[config.mk]
export PLATFORM = sky130hd
export DESIGN_NAME = config_mem_read_arbiter_flat
export DESIGN_NICKNAME = d
export VERILOG_FILES = /design/src/rtl/config_mem_read_arbiter_if.sv /design/src/rtl/config_mem_read_arbiter.sv /design/src/flat_wrapper.sv
export SDC_FILE = /design/constraint.sdc
export NUM_CORES = 1
export LEC_CHECK = 0
export CAP_MARGIN = 5
export CORE_MARGIN = 2
export CORE_UTILIZATION = 42
export CTS_CLUSTER_SIZE = 14
export DETAILED_ROUTE_END_ITERATION = 16
export GPL_TIMING_DRIVEN = 0
export PLACE_DENSITY = 0.89
export SYNTH_ARGS = -nofsm -noshare
export SYNTH_HDL_FRONTEND = slang
export SYNTH_SLANG_ARGS = --single-unit
[constraint.sdc]
create_clock -name clk_i -period 2.95 [get_ports clk_i]
set_input_delay 0.295 -clock clk_i [delete_from_list [all_inputs] [get_ports clk_i]]
set_output_delay 0.295 -clock clk_i [all_outputs]
set_load 0.01 [all_outputs]
[src/rtl/config_mem_read_arbiter_if.sv]
// Bus bundle for config_mem_read_arbiter.
// Groups the requester side (valid/addr/ready, one-hot response valid and
// shared response data), the config-mem read port (req/addr/gnt,
// rvalid/rdata) and the status flags (busy, err).
//   slave  : the arbiter's view (drives ready, responses, mem request, status)
//   master : the environment's view (requesters plus memory model)
interface config_mem_read_arbiter_if #(
  parameter int NUM_REQ = 3,
  parameter int ADDR_W  = 32,
  parameter int DATA_W  = 32
);
  logic [NUM_REQ-1:0]        req_valid_i;
  logic [NUM_REQ*ADDR_W-1:0] req_addr_i;
  logic [NUM_REQ-1:0]        req_ready_o;
  logic [NUM_REQ-1:0]        rsp_valid_o;
  logic [DATA_W-1:0]         rsp_data_o;
  logic                      mem_req_o;
  logic [ADDR_W-1:0]         mem_addr_o;
  logic                      mem_gnt_i;
  logic                      mem_rvalid_i;
  logic [DATA_W-1:0]         mem_rdata_i;
  logic                      busy_o;
  logic                      err_o;

  modport slave (
    input  req_valid_i, req_addr_i, mem_gnt_i, mem_rvalid_i, mem_rdata_i,
    output req_ready_o, rsp_valid_o, rsp_data_o, mem_req_o, mem_addr_o,
           busy_o, err_o
  );

  modport master (
    output req_valid_i, req_addr_i, mem_gnt_i, mem_rvalid_i, mem_rdata_i,
    input  req_ready_o, rsp_valid_o, rsp_data_o, mem_req_o, mem_addr_o,
           busy_o, err_o
  );
endinterface

[src/rtl/config_mem_read_arbiter.sv]
// Round-robin arbiter sharing the single read port of the model config memory
// between several schedulers. Accepted reads are tracked in an in-order ID
// FIFO so every returned word is routed, one cycle after mem_rvalid, to the
// requester that issued it.
// Ports:
//   clk_i   : clock
//   rst_ni  : asynchronous active-low reset
//   bus     : config_mem_read_arbiter_if.slave (requesters, mem port, status)
module config_mem_read_arbiter #(
  parameter int NUM_REQ         = 3,
  parameter int ADDR_W          = 32,
  parameter int DATA_W          = 32,
  parameter int MAX_OUTSTANDING = 4
) (
  input  logic                      clk_i,
  input  logic                      rst_ni,
  config_mem_read_arbiter_if.slave  bus
);

  localparam int REQ_W = $clog2(NUM_REQ);
  localparam int PTR_W = $clog2(MAX_OUTSTANDING);
  localparam int CNT_W = PTR_W + 1;
  localparam logic [CNT_W-1:0] CNT_MAX  = CNT_W'(MAX_OUTSTANDING);
  localparam logic [REQ_W-1:0] LAST_REQ = REQ_W'(NUM_REQ - 1);

  logic [REQ_W-1:0]  rr_ptr;
  logic [REQ_W-1:0]  gnt_idx;
  logic [REQ_W-1:0]  cand;
  logic              found;
  logic [REQ_W-1:0]  id_fifo [MAX_OUTSTANDING];
  logic [REQ_W-1:0]  head_id;
  logic [PTR_W-1:0]  wr_ptr;
  logic [PTR_W-1:0]  rd_ptr;
  logic [CNT_W-1:0]  count;
  logic              mem_req;
  logic              accept;
  logic              pop;
  logic [NUM_REQ-1:0] rsp_valid;
  logic [DATA_W-1:0]  rsp_data;
  logic               err;

  // Scan from rr_ptr upward with wrap; first valid requester wins.
  always_comb begin
    gnt_idx = rr_ptr;
    cand    = '0;
    found   = 1'b0;
    for (int i = 0; i < NUM_REQ; i++) begin
      cand = REQ_W'((int'(rr_ptr) + i) % NUM_REQ);
      if (!found && bus.req_valid_i[cand]) begin
        gnt_idx = cand;
        found   = 1'b1;
      end
    end
  end

  // Eligibility uses only the registered count: a pop in the same cycle
  // does not reopen a full FIFO until the following cycle.
  assign mem_req = (|bus.req_valid_i) && (count < CNT_MAX);
  assign accept  = mem_req && bus.mem_gnt_i;
  assign pop     = bus.mem_rvalid_i && (count != '0);
  assign head_id = id_fifo[rd_ptr];

  assign bus.mem_req_o   = mem_req;
  assign bus.mem_addr_o  = mem_req ? bus.req_addr_i[int'(gnt_idx)*ADDR_W +: ADDR_W] : '0;
  assign bus.req_ready_o = accept ? (NUM_REQ'(1) << gnt_idx) : '0;
  assign bus.busy_o      = (count != '0);
  assign bus.rsp_valid_o = rsp_valid;
  assign bus.rsp_data_o  = rsp_data;
  assign bus.err_o       = err;

  always_ff @(posedge clk_i or negedge rst_ni) begin
    if (!rst_ni) begin
      rr_ptr    <= '0;
      wr_ptr    <= '0;
      rd_ptr    <= '0;
      count     <= '0;
      rsp_valid <= '0;
      rsp_data  <= '0;
      err       <= 1'b0;
    end else begin
      if (accept) begin
        rr_ptr <= (gnt_idx == LAST_REQ) ? '0 : gnt_idx + 1'b1;
        wr_ptr <= wr_ptr + 1'b1;
      end
      if (pop) begin
        rd_ptr <= rd_ptr + 1'b1;
      end
      case ({accept, pop})
        2'b10:   count <= count + 1'b1;
        2'b01:   count <= count - 1'b1;
        default: count <= count;
      endcase
      rsp_valid <= '0;
      if (pop) begin
        rsp_valid <= NUM_REQ'(1) << head_id;
        rsp_data  <= bus.mem_rdata_i;
      end
      // A response with nothing outstanding (e.g. left over from before a
      // reset) is dropped and flagged until the next reset.
      if (bus.mem_rvalid_i && (count == '0)) begin
        err <= 1'b1;
      end
    end
  end

  // ID storage needs no reset: entries are only read behind a valid count.
  always_ff @(posedge clk_i) begin
    if (accept) begin
      id_fifo[wr_ptr] <= gnt_idx;
    end
  end

endmodule

[src/flat_wrapper.sv]
// flat-port wrapper written by rule: the top's interface ports become plain ports
module config_mem_read_arbiter_flat 
#(
  parameter int NUM_REQ         = 3,
  parameter int ADDR_W          = 32,
  parameter int DATA_W          = 32,
  parameter int MAX_OUTSTANDING = 4
)
  (clk_i, rst_ni, bus_req_valid_i, bus_req_addr_i, bus_mem_gnt_i, bus_mem_rvalid_i, bus_mem_rdata_i, bus_req_ready_o, bus_rsp_valid_o, bus_rsp_data_o, bus_mem_req_o, bus_mem_addr_o, bus_busy_o, bus_err_o);
  config_mem_read_arbiter_if #(.NUM_REQ(NUM_REQ), .ADDR_W(ADDR_W), .DATA_W(DATA_W)) bus_i ();
  input  logic clk_i;
  input  logic rst_ni;
  input wire logic [$bits(bus_i.req_valid_i)-1:0] bus_req_valid_i;
  input wire logic [$bits(bus_i.req_addr_i)-1:0] bus_req_addr_i;
  input wire logic [$bits(bus_i.mem_gnt_i)-1:0] bus_mem_gnt_i;
  input wire logic [$bits(bus_i.mem_rvalid_i)-1:0] bus_mem_rvalid_i;
  input wire logic [$bits(bus_i.mem_rdata_i)-1:0] bus_mem_rdata_i;
  output wire logic [$bits(bus_i.req_ready_o)-1:0] bus_req_ready_o;
  output wire logic [$bits(bus_i.rsp_valid_o)-1:0] bus_rsp_valid_o;
  output wire logic [$bits(bus_i.rsp_data_o)-1:0] bus_rsp_data_o;
  output wire logic [$bits(bus_i.mem_req_o)-1:0] bus_mem_req_o;
  output wire logic [$bits(bus_i.mem_addr_o)-1:0] bus_mem_addr_o;
  output wire logic [$bits(bus_i.busy_o)-1:0] bus_busy_o;
  output wire logic [$bits(bus_i.err_o)-1:0] bus_err_o;
  assign bus_i.req_valid_i = bus_req_valid_i;
  assign bus_i.req_addr_i = bus_req_addr_i;
  assign bus_i.mem_gnt_i = bus_mem_gnt_i;
  assign bus_i.mem_rvalid_i = bus_mem_rvalid_i;
  assign bus_i.mem_rdata_i = bus_mem_rdata_i;
  assign bus_req_ready_o = bus_i.req_ready_o;
  assign bus_rsp_valid_o = bus_i.rsp_valid_o;
  assign bus_rsp_data_o = bus_i.rsp_data_o;
  assign bus_mem_req_o = bus_i.mem_req_o;
  assign bus_mem_addr_o = bus_i.mem_addr_o;
  assign bus_busy_o = bus_i.busy_o;
  assign bus_err_o = bus_i.err_o;
  config_mem_read_arbiter #(.NUM_REQ(NUM_REQ), .ADDR_W(ADDR_W), .DATA_W(DATA_W), .MAX_OUTSTANDING(MAX_OUTSTANDING)) u_core (.clk_i(clk_i), .rst_ni(rst_ni), .bus(bus_i));
endmodule
==> key figures <==
Die
  – Full die area: 0.0112 mm2
  – Die Y: 106 um
  – # IOs: 208
  – Core Box Area: 0.0102 mm2
  – Std cell rows: 37
  – Die Span X: 106 um
  – Initial Util: 42.8%

STA
  – Post-route worst setup slack: -0.254 ns
  – Final setup violation count: 35
  – Minimum clock period: 3.20 ns
  – RSZ-0062 raised after global routing: true
  – Hold slack final: 0.348 ns
  – Final hold violations: 0
  – Measured slew at the worst slew-check pin: 0.529 ns
  – Worst Skew: 0.00862 ns
  – Worst rel slew slack: 64.8%
  – Final Max Slew Viols: 0
  – Final TNS setup: -7.04 ns
  – Fmax: 312 MHz
  – Post-route clock period utilization: 109%

Global route
  – Largest net degree at the start of global routing: 42
  – Met2 Use GR: 49.6%
  – Initial antenna violation count: 0
  – GRT Util Overall: 27.0%
  – GRT busiest layer: met2
  – Met3 usage: 4.78%
  – Vias in the first global route: 5112
  – Gr ovfl total: 0
  – First-pass GRT wire length: 24600 um
  – Grt met1 use: 31.3%

Logic synthesis
  – Yosys warns: 0
  – Xor/xnor cell area share of the yosys netlist: 1.20%
  – Top FF cell, synth: dfrtp_1
  – Synth Register Bits: 53
  – Mapped Nets: 691
  – Synth unique cells: 48
  – Mux cell area share after synthesis: 2.32%
  – Post-synthesis sequential area ratio: 31.3%
  – EDFF count, synth: 8
  – Mapped cell area: 0.00436 mm2
  – Combinational family with the most area after synthesis: simple AND/OR/NAND/NOR gates
  – Compound-Gate Fraction of Synth Area: 23.7%
  – Fraction of the mapped netlist area in simple logic gates: 29.7%
  – Synth Area per Inst: 7.99 um2
  – Syn Inst Count: 546
  – Adder-Cell Fraction of Synth Area: 3.04%
  – Synth async-reset ratio: 84.9%

Placement
  – GPL Wtd Cong: 0.902
  – DP Area: 0.00662 mm2
  – Port bufs: 207
  – Post-DP HPWL: 11800 um
  – DP Worst Slack: -0.853 ns

Clock network
  – Clock buffer count from CTS: 5
  – Worst-path clk slew: 0.10 ns
  – Clock tree buffer depth: 2
  – CTS tree: yes
  – TritonCTS sink count: 53
  – Root buffer cell: clkbuf_8
  – Worst-skew pair later-pin latency: 0.31 ns
  – # H-tree levels: 2

Layout
  – Post-Route Utilization: 69.9%
  – Antenna cells: 0
  – Fill cell count: 779
  – Commonest non-fill, non-tap cell in the layout: clkdlybuf4s50_1
  – Multi-input logic area: 0.00294 mm2
  – Share of post-route cells with drive strength above 1: 18.5%
  – Area Growth Syn to Fin: 63.1%
  – Register area: 0.00137 mm2
  – Nets: 923
  – Cell area after layout: 0.00711 mm2
  – Commonest non-fill, non-tap cells in the layout: clkdlybuf4s50_1, nand2_1, dfrtp_1

Min path
  – Min-Delay Path Class: primary input to asynchronous set/reset pin

Worst setup path
  – Worst-path fanout max: 5
  – WP data required: 2.65 ns
  – Crit-path leading delay family: multiplexers
  – Crit path cell chain: inv_2 -> ha_4 -> mux2_4 -> mux2_2 -> o21a_1 -> or3_4 -> buf_8 -> o32ai_2 -> clkdlybuf4s15_2
  – WP data arrival: 2.91 ns
  – Critical path startpoint category: flop
  – CP max stage delay: 0.45 ns
  – Critical path type: flop to output pin
  – R2r setup slk: 0.32 ns
  – Crit-path slowest cell: dfrtp_2
  – Critical Path End Type: output pin
  – Buf/Inv on CP: 3

Power and ir drop
  – Leak pwr: 3.04 nW
  – Power Dens Cells: 1050 mW/mm2
  – Worst vdd ir: 0.631 mV

Route
  – Wire per inst: 17.1 um
  – Via density: 5.68
  – DRT antenna net count: 0
  – Initial drt markers: 342
  – Drc violations: 0
  – Total Wirelength: 15700 um
  – Vias: 5193
  – Pre-antenna DRT Iters: 5

Outcome
  – Failing checks: setup timing
  – Outcome: finished, violations left

Run
  – Total of max-cap violations: 0
-- sequential cells by signal (all words and copies together), names as in the netlist --
signal,count
u_core.bus.rsp_valid_o,3
u_core.rr_ptr,2
u_core.wr_ptr,2
u_core.id_fifo,8
u_core.rd_ptr,2
u_core.bus.rsp_data_o,32
u_core.bus.err_o,1
u_core.count,3
-- synth_stat cells (4+ instances only) --
cell | count | area share [%]
a21oi_1 | 35 | 4.0
and3_1 | 6 | 0.86
and3b_1 | 32 | 6.4
buf_2 | 4 | 0.46
buf_6 | 4 | 1.0
clkbuf_1 | 39 | 3.4
dfrtp_1 | 45 | 26
edfxtp_1 | 8 | 5.5
ha_1 | 9 | 2.6
inv_1 | 43 | 3.7
nand2_1 | 167 | 14
nand4_1 | 32 | 4.6
nor2_1 | 4 | 0.34
nor2b_1 | 4 | 0.57
o211ai_1 | 33 | 5.7
o21ai_0 | 5 | 0.57
o32ai_1 | 5 | 1.0
o32ai_2 | 27 | 10
xnor2_1 | 4 | 0.80
-- cell type report --
type | instances | share of cell area, %
flip-flops and latches | 53 | 19.2
plain buffers | 47 | 4.19
inverters | 44 | 2.32
repair buffers | 226 | 29.3
clock inverters | 3 | 0.352
multi-input cells | 401 | 41.3
clock buffers | 5 | 0.967
well taps | 136 | 2.39
-- power breakdown --
| part | switching [W] | internal [W] |
|---|---|---|
| clock network | 0.000235 | 0.000171 |
| registers | 0.000162 | 0.00102 |
| logic | 0.00320 | 0.00267 |
-- kinds of logic after synthesis --
kind of cell,Yosys count
buffers and inverters,92
flip-flops,53
adder cells (fa/ha/maj),10
XOR/XNOR,6
multiplexers,7
AO/OA/AOI/OAI,117
AND/OR/NAND/NOR,261
-- stage by stage --
stage | std cells | total power, W
final | 915 | 0.00746
after global routing | 915 | 0.00796
after CTS | 910 | 0.00689
after detailed placement | 890 | 0.00624
after global placement | 889 | 0.00611
after floorplan | 546 | 0.00425
-- worst paths after layout --
path                                        endpoint  cells after the start                      start
max reg2reg                          u_core.count[2]                     10            u_core.count[2]
min reg2reg                u_core.bus.rsp_data_o[28]                      2  u_core.bus.rsp_data_o[28]
max in group asynchronous           u_core.rr_ptr[1]                      3                     rst_ni
max                                bus_mem_addr_o[0]                      9           u_core.rr_ptr[1]
min                         u_core.bus.rsp_data_o[2]                      2                     rst_ni
min in group clk_i         u_core.bus.rsp_data_o[28]                      2  u_core.bus.rsp_data_o[28]
-- per-layer routing --
metal,vias up,wire length (um)
met4,0,461
met2,326,7980
met1,2431,5920
met3,45,1320
li1,2391,-
met5,-,0
-- what timing repair did --
action,CTS,global route
setup buffers,11,4
pin swaps,5,0
endpoints found under the hold margin,4,0
cloned,1,1
endpoints found under the setup margin,36,37
gates resized for setup,189,46
hold buffers,1,0
Note: power is estimated with default switching activity, not from simulation.
